===== config.mk =====
export PLATFORM = sky130hd
export DESIGN_NAME = imem_fetch_responder
export DESIGN_NICKNAME = d
export VERILOG_FILES = /design/src/rtl/imem_fetch_responder_pkg.sv /design/src/rtl/imem_pair_buffer.sv /design/src/rtl/imem_fetch_responder.sv
export SDC_FILE = /design/constraint.sdc
export NUM_CORES = 1
export LEC_CHECK = 0
export CAP_MARGIN = 5
export CORE_ASPECT_RATIO = 0.9
export CORE_UTILIZATION = 46
export CTS_CLUSTER_SIZE = 28
export DETAILED_ROUTE_END_ITERATION = 7
export HOLD_SLACK_MARGIN = 0.02
export PLACE_DENSITY = 0.79
export SLEW_MARGIN = 25
export SYNTH_ARGS = -nofsm -noshare
export SYNTH_HDL_FRONTEND = slang
export SYNTH_SLANG_ARGS = --single-unit

===== constraint.sdc =====
create_clock -name clock_i -period 3.4 [get_ports clock_i]
set_clock_uncertainty 0.15 [all_clocks]
set_input_delay 0.51 -clock clock_i [delete_from_list [all_inputs] [get_ports clock_i]]
set_output_delay 0.51 -clock clock_i [all_outputs]
set_load 0.1 [all_outputs]

===== src/rtl/imem_fetch_responder_pkg.sv =====
// rtl/imem_fetch_responder_pkg.sv - shared types and constants for the F2 instruction-fetch responder
// Purpose: FSM state encoding, byte-to-word offset and default fetch address width.
// Ports: none (package).
package imem_fetch_responder_pkg;

    localparam int IMEM_IADDR_W      = 10;
    localparam int IMEM_WORD_OFFSET  = 4;
    localparam int IMEM_WORD_SHIFT   = $clog2(IMEM_WORD_OFFSET);

    typedef enum logic [2:0] {
        IMEM_IDLE   = 3'd0,
        IMEM_FETCH0 = 3'd1,
        IMEM_FETCH1 = 3'd2,
        IMEM_PRE0   = 3'd3,
        IMEM_PRE1   = 3'd4
    } imem_state_e;

endpackage


===== src/rtl/imem_pair_buffer.sv =====
// rtl/imem_pair_buffer.sv - one instruction-pair line: tag, valid and two 32-bit words with tag compare
// Purpose: stores one fetched pair {word1, word0} tagged by the word address of word0.
// Ports:
//   clock, reset        : clock, asynchronous active-high reset
//   clear               : drop valid (wins over set_valid/load)
//   wr0_en, wr1_en      : write wr_data into word0 / word1 (wr1 also records wr_tag)
//   set_valid           : mark the pair valid after the second beat
//   load_en, load_*     : load a complete pair in one cycle (promotion from another buffer)
//   lookup, match       : compare a word address against the stored tag
//   tag, valid, word0/1 : stored state
module imem_pair_buffer
    import imem_fetch_responder_pkg::*;
#(
    parameter int WADDR_W = IMEM_IADDR_W - IMEM_WORD_SHIFT
) (
    input  logic               clock,
    input  logic               reset,
    input  logic               clear,
    input  logic               wr0_en,
    input  logic               wr1_en,
    input  logic [31:0]        wr_data,
    input  logic [WADDR_W-1:0] wr_tag,
    input  logic               set_valid,
    input  logic               load_en,
    input  logic [WADDR_W-1:0] load_tag,
    input  logic [31:0]        load_word0,
    input  logic [31:0]        load_word1,
    input  logic [WADDR_W-1:0] lookup,
    output logic               match,
    output logic [WADDR_W-1:0] tag,
    output logic               valid,
    output logic [31:0]        word0,
    output logic [31:0]        word1
);

    always_ff @(posedge clock or posedge reset) begin
        if (reset) begin
            tag   <= '0;
            valid <= 1'b0;
            word0 <= '0;
            word1 <= '0;
        end else begin
            if (load_en) begin
                tag   <= load_tag;
                word0 <= load_word0;
                word1 <= load_word1;
            end
            if (wr0_en) begin
                word0 <= wr_data;
            end
            if (wr1_en) begin
                word1 <= wr_data;
                tag   <= wr_tag;
            end
            // A flush in the same cycle as the final beat must leave the pair invalid.
            if (clear) begin
                valid <= 1'b0;
            end else if (load_en || set_valid) begin
                valid <= 1'b1;
            end
        end
    end

    assign match = valid && (tag == lookup);

endmodule


===== src/rtl/imem_fetch_responder.sv =====
// rtl/imem_fetch_responder.sv - F2 fetch responder returning a 64-bit instruction pair from a 32-bit req/ack memory
// Purpose: serves {inst@addr+4, inst@addr} from a one-pair line buffer, stalls F2 on a miss and
//          fills the pair with two back-to-back beats while holding mem_req_o high.
//          Optional macro IMEM_PREFETCH_EN adds a speculative next-pair buffer (tag+2).
// Ports:
//   clock_i, reset_i      : clock, asynchronous active-high reset
//   iaddr_i               : byte fetch address from F2 (bits [1:0] ignored)
//   flush_i               : invalidate buffered pair(s)
//   idata_o               : {word1, word0}, registered source
//   stall_o               : high when idata_o is not valid for iaddr_i
//   mem_req_o, mem_addr_o : backing-memory read request and word address
//   mem_ack_i, mem_rdata_i: backing-memory beat acknowledge and data
module imem_fetch_responder
    import imem_fetch_responder_pkg::*;
#(
    parameter int IADDR_W = IMEM_IADDR_W,
    parameter int WADDR_W = IADDR_W - 2
) (
    input  logic               clock_i,
    input  logic               reset_i,
    input  logic [IADDR_W-1:0] iaddr_i,
    input  logic               flush_i,
    output logic [63:0]        idata_o,
    output logic               stall_o,
    output logic               mem_req_o,
    output logic [WADDR_W-1:0] mem_addr_o,
    input  logic               mem_ack_i,
    input  logic [31:0]        mem_rdata_i
);

    logic [WADDR_W-1:0] req_word;
    assign req_word = iaddr_i[IADDR_W-1:IMEM_WORD_SHIFT];

    imem_state_e        state_r, state_n;
    logic [WADDR_W-1:0] fa_r, fa_n;
    logic [WADDR_W-1:0] addr_n;
    logic               req_n;
    logic               discard_r, discard_n;

    logic               p_clear, p_wr0, p_wr1, p_set, p_load;
    logic               p_match, p_valid;
    logic [WADDR_W-1:0] p_tag;
    logic [31:0]        p_word0, p_word1;
    logic               hit_pri, hit;

    assign hit_pri = p_match && !flush_i;

`ifdef IMEM_PREFETCH_EN
    logic               n_clear, n_wr0, n_wr1, n_set;
    logic               n_match, n_valid;
    logic [WADDR_W-1:0] n_tag;
    logic [31:0]        n_word0, n_word1;
    logic               next_hit;
    logic               unused_bits;

    assign unused_bits = ^iaddr_i[IMEM_WORD_SHIFT-1:0];

    // Promotion only happens from IDLE so a fill in progress never has its target overwritten.
    assign next_hit = n_match && !flush_i && (state_r == IMEM_IDLE);
    assign hit      = hit_pri || next_hit;
    assign idata_o  = next_hit ? {n_word1, n_word0} : {p_word1, p_word0};

    imem_pair_buffer #(.WADDR_W(WADDR_W)) u_next (
        .clock      (clock_i),
        .reset      (reset_i),
        .clear      (n_clear),
        .wr0_en     (n_wr0),
        .wr1_en     (n_wr1),
        .wr_data    (mem_rdata_i),
        .wr_tag     (fa_r),
        .set_valid  (n_set),
        .load_en    (1'b0),
        .load_tag   ('0),
        .load_word0 ('0),
        .load_word1 ('0),
        .lookup     (req_word),
        .match      (n_match),
        .tag        (n_tag),
        .valid      (n_valid),
        .word0      (n_word0),
        .word1      (n_word1)
    );
`else
    logic unused_bits;

    assign unused_bits = ^{iaddr_i[IMEM_WORD_SHIFT-1:0], p_tag, p_valid, p_load};
    assign hit     = hit_pri;
    assign idata_o = {p_word1, p_word0};
`endif

    assign stall_o = !hit;

    imem_pair_buffer #(.WADDR_W(WADDR_W)) u_pri (
        .clock      (clock_i),
        .reset      (reset_i),
        .clear      (p_clear),
        .wr0_en     (p_wr0),
        .wr1_en     (p_wr1),
        .wr_data    (mem_rdata_i),
        .wr_tag     (fa_r),
        .set_valid  (p_set),
`ifdef IMEM_PREFETCH_EN
        .load_en    (p_load),
        .load_tag   (n_tag),
        .load_word0 (n_word0),
        .load_word1 (n_word1),
`else
        .load_en    (1'b0),
        .load_tag   ('0),
        .load_word0 ('0),
        .load_word1 ('0),
`endif
        .lookup     (req_word),
        .match      (p_match),
        .tag        (p_tag),
        .valid      (p_valid),
        .word0      (p_word0),
        .word1      (p_word1)
    );

    always_ff @(posedge clock_i or posedge reset_i) begin
        if (reset_i) begin
            state_r    <= IMEM_IDLE;
            fa_r       <= '0;
            mem_req_o  <= 1'b0;
            mem_addr_o <= '0;
            discard_r  <= 1'b0;
        end else begin
            state_r    <= state_n;
            fa_r       <= fa_n;
            mem_req_o  <= req_n;
            mem_addr_o <= addr_n;
            discard_r  <= discard_n;
        end
    end

    always_comb begin
        state_n   = state_r;
        fa_n      = fa_r;
        addr_n    = mem_addr_o;
        req_n     = mem_req_o;
        discard_n = discard_r;
        p_clear   = 1'b0;
        p_wr0     = 1'b0;
        p_wr1     = 1'b0;
        p_set     = 1'b0;
        p_load    = 1'b0;
`ifdef IMEM_PREFETCH_EN
        n_clear   = 1'b0;
        n_wr0     = 1'b0;
        n_wr1     = 1'b0;
        n_set     = 1'b0;
`endif

        // Flush invalidates everything buffered regardless of state.
        if (flush_i) begin
            p_clear = 1'b1;
`ifdef IMEM_PREFETCH_EN
            n_clear = 1'b1;
`endif
        end

        case (state_r)
            IMEM_IDLE: begin
`ifdef IMEM_PREFETCH_EN
                if (next_hit) begin
                    p_load  = 1'b1;
                    n_clear = 1'b1;
                end else if (!hit_pri) begin
                    fa_n      = req_word;
                    addr_n    = req_word;
                    req_n     = 1'b1;
                    discard_n = 1'b0;
                    p_clear   = 1'b1;
                    state_n   = IMEM_FETCH0;
                end else if (p_valid && !n_valid) begin
                    fa_n      = p_tag + WADDR_W'(2);
                    addr_n    = p_tag + WADDR_W'(2);
                    req_n     = 1'b1;
                    discard_n = 1'b0;
                    state_n   = IMEM_PRE0;
                end
`else
                if (!hit_pri) begin
                    fa_n      = req_word;
                    addr_n    = req_word;
                    req_n     = 1'b1;
                    discard_n = 1'b0;
                    // Invalidate on entry so nothing stale can hit while the pair is rewritten.
                    p_clear   = 1'b1;
                    state_n   = IMEM_FETCH0;
                end
`endif
            end

            IMEM_FETCH0: begin
                if (flush_i) begin
                    discard_n = 1'b1;
                end
                if (mem_ack_i) begin
                    p_wr0   = 1'b1;
                    addr_n  = fa_r + WADDR_W'(1);
                    state_n = IMEM_FETCH1;
                end
            end

            IMEM_FETCH1: begin
                if (flush_i) begin
                    discard_n = 1'b1;
                end
                if (mem_ack_i) begin
                    p_wr1     = 1'b1;
                    p_set     = !discard_r && !flush_i;
                    req_n     = 1'b0;
                    discard_n = 1'b0;
                    state_n   = IMEM_IDLE;
                end
            end

`ifdef IMEM_PREFETCH_EN
            IMEM_PRE0: begin
                if (flush_i) begin
                    discard_n = 1'b1;
                end
                if (mem_ack_i) begin
                    n_wr0   = 1'b1;
                    addr_n  = fa_r + WADDR_W'(1);
                    state_n = IMEM_PRE1;
                end
            end

            IMEM_PRE1: begin
                if (flush_i) begin
                    discard_n = 1'b1;
                end
                if (mem_ack_i) begin
                    n_wr1     = 1'b1;
                    n_set     = !discard_r && !flush_i;
                    req_n     = 1'b0;
                    discard_n = 1'b0;
                    state_n   = IMEM_IDLE;
                end
            end
`endif

            default: begin
                state_n = IMEM_IDLE;
                req_n   = 1'b0;
            end
        endcase
    end

endmodule

==> impl_metrics.toml <==
[outcome]
outcome = "complete, but fails checks"
failed_checks = "design-rule violations"

[final_layout]
layout-drive-gt1-share_pct = 19.5
syn_to_final_growth_pct = 38.2
fillerInstances = 629
diodes = 0
fin_cells = 551
final_area_um2 = 5320
seq_area_um2 = 2330
nets = 499
multi_input_area_um2 = 1450

[placed_design]
hpwl_um = 6340
dp_cells = 536
gp_congestion = 0.770
io_buffers = 117
placed_cell_area_um2 = 5130

[detailed_routing]
firstDrtPassIters = 6
wl_um = 8960
first_iter_violations = 95
routedWlPerCell_um = 16.3
routed_via_density = 5.14
drc_errors = 4
drtAntennaViolNets = 0
vias = 2833

[worst_setup_path]
cp_cell_sequence = "clkdlybuf4s50_1, xor2_1, nor4_2, and3_2, inv_2, buf_12"
critical_path_required_ps = 2740
startpoint_type = "primary input"
crit_path_max_incr_delay_ps = 500
arrival_ps = 2150
crit_type = "primary input to output pin"
cp_slowest_cell = "clkdlybuf4s50_1"
cp_max_fo = 4
critPathCaptureType = "output pin"
cp_top_family = "buffers and inverters"
critPathBufInv = 3

[yosys]
synth_cell_type_count = 37
yosysWarnings = 0
ys_top_cells_by_area = "dfrtp_1, mux2_2, nand2_1"
synthArstFlopShare_pct = 100
syn-cell-area_um2 = 3850
synth_ff_type = "dfrtp_1"
ys_ff_latch = 93
syn_nets = 379
ys_seq_area_share_pct = 60.4
synth_top_area_share_pct = 60.4
synthTopCellsByCount = "nand2_1, dfrtp_1, mux2_2, xor2_1"
syn_inst = 328
syn_avg_cell_area_um2 = 11.7
synth.most_common_cell = "nand2_1"
yosys.area.top_type = "dfrtp_1"
synth_edf_count = 0

[clocking]
cts_hold_buf = 0
worstSkewPairLatency_ps = 340
post-cts-setup-buffers = 0
numCtsBuffers = 9
h-tree-depth = 3
cts_root_buf = "clkbuf_8"
cts_buffer_depth = 2
ctsResizeCount = 0
clock_sinks = 93
cts_tree = "built"
path_clk_slew_ps = 80

[timing]
period_needed_ps = 2810
setup_violations = 0
hold_viol = 0
period_share_pct = 82.6
maxSlewHeadroom_pct = 33.1
max_freq_mhz = 356
rsz0062_at_grt = "false"
tns_ps = 0
max_slew.worst_pin.slew_ps = 1000
final_max_slew_viol_count = 0

[floorplan]
core_area_um2 = 8070
die_x_um = 98.5
die_y_um = 88.8
rows = 31
pin_count = 120
die-area_um2 = 8740
start_util_pct = 47.7

[global_route]
grt.overflow.total = 0
grt_pass1_vias = 2902
grt_max_degree = 58
antenna_found_initial = 0
grt_pass1_wl_um = 14600
grt_usage_pct = 21.9

[worst_hold_path]
hp-class = "flip-flop to flip-flop"

[flow_run]
cap_violations = 0
## metrics by stage
stage	hold WS [ps]	setup WS, ps	util [%]
after floorplan	343	320	-
after global placement	307	638	63.5
after detailed placement	314	595	63.5
after CTS	335	590	66.0
after global routing	351	490	66.0
final	334	590	66.0
## tightest hold or removal path, cell delays in order, from the launching register on
cell and delay [ps]:
dfrtp_1 350, nand2_1 50, nand2_1 60
## state kept, by name, indices dropped and copies added (netlist names)
signal       cells
u_pri.tag        8
mem_req_o        1
state_r          2
discard_r        1
u_pri.word0     32
fa_r             8
u_pri.word1     32
mem_addr_o       8
u_pri.valid      1
## cell type report
| cell class | count | share of cell area [%] |
|---|---|---|
| clock buffer | 10 | 2.59 |
| multi-input combinational | 216 | 27.3 |
| clock inverter | 5 | 1.13 |
| timing repair buffer | 121 | 22.4 |
| sequential | 93 | 43.7 |
| inverter | 7 | 0.517 |
| tap | 99 | 2.33 |
## cell families after synthesis
| group | Yosys count | share of synthesized area, % |
|---|---|---|
| simple gates | 127 | 13.9 |
| flops | 93 | 60.4 |
| mux | 48 | 14.0 |
| compound gates | 23 | 5.17 |
| buf+inv | 19 | 1.88 |
| xor+xnor | 13 | 2.96 |
| fa+ha+maj | 5 | 1.62 |
## layer usage
layer  part of all wire, %  track usage, %  up-vias
li1                      -               -     1337
met1                    44            27.6     1417
met3                   5.7            7.35        4
met2                    50            37.4       75
met5                     0               0        -
met4                  0.76            5.02        0
## path summary, 6_finish.rpt
kind / startpoint / end / slack (ps) / cells after the start
max in group asynchronous: reset_i / u_pri.word1[5] / 1980 / 3
max: iaddr_i[9] / stall_o / 590 / 6
min in group asynchronous: reset_i / u_pri.word1[10] / 400 / 2
min reg2reg: u_pri.word0[19] / u_pri.word0[19] / 330 / 2
min: u_pri.word0[19] / u_pri.word0[19] / 330 / 2
max reg2reg: u_pri.tag[2] / fa_r[6] / 1310 / 6
## cells in the final DEF (no fill, tap or decap), types with 2 or more instances in the layout
| cell | netlist | routed |
|---|---|---|
| a21oi_1 | 5 | 5 |
| a2bb2oi_1 | 2 | 2 |
| buf_12 | 0 | 3 |
| buf_4 | 0 | 19 |
| clkbuf_8 | 0 | 10 |
| clkdlybuf4s50_1 | 0 | 99 |
| clkinv_2 | 0 | 2 |
| dfrtp_1 | 93 | 93 |
| ha_1 | 5 | 5 |
| inv_1 | 6 | 5 |
| mux2_1 | 8 | 8 |
| mux2_2 | 40 | 40 |
| nand2_1 | 102 | 101 |
| nand2_2 | 1 | 2 |
| nand2b_1 | 2 | 2 |
| nand3_1 | 5 | 5 |
| nor2_1 | 8 | 8 |
| o221a_1 | 6 | 6 |
| o22ai_1 | 2 | 2 |
| xnor2_1 | 4 | 4 |
| xor2_1 | 9 | 9 |
Power is left out: the tool's default activity adds up to more than one toggle a clock period on the data nets, which glitch-free logic cannot reach.
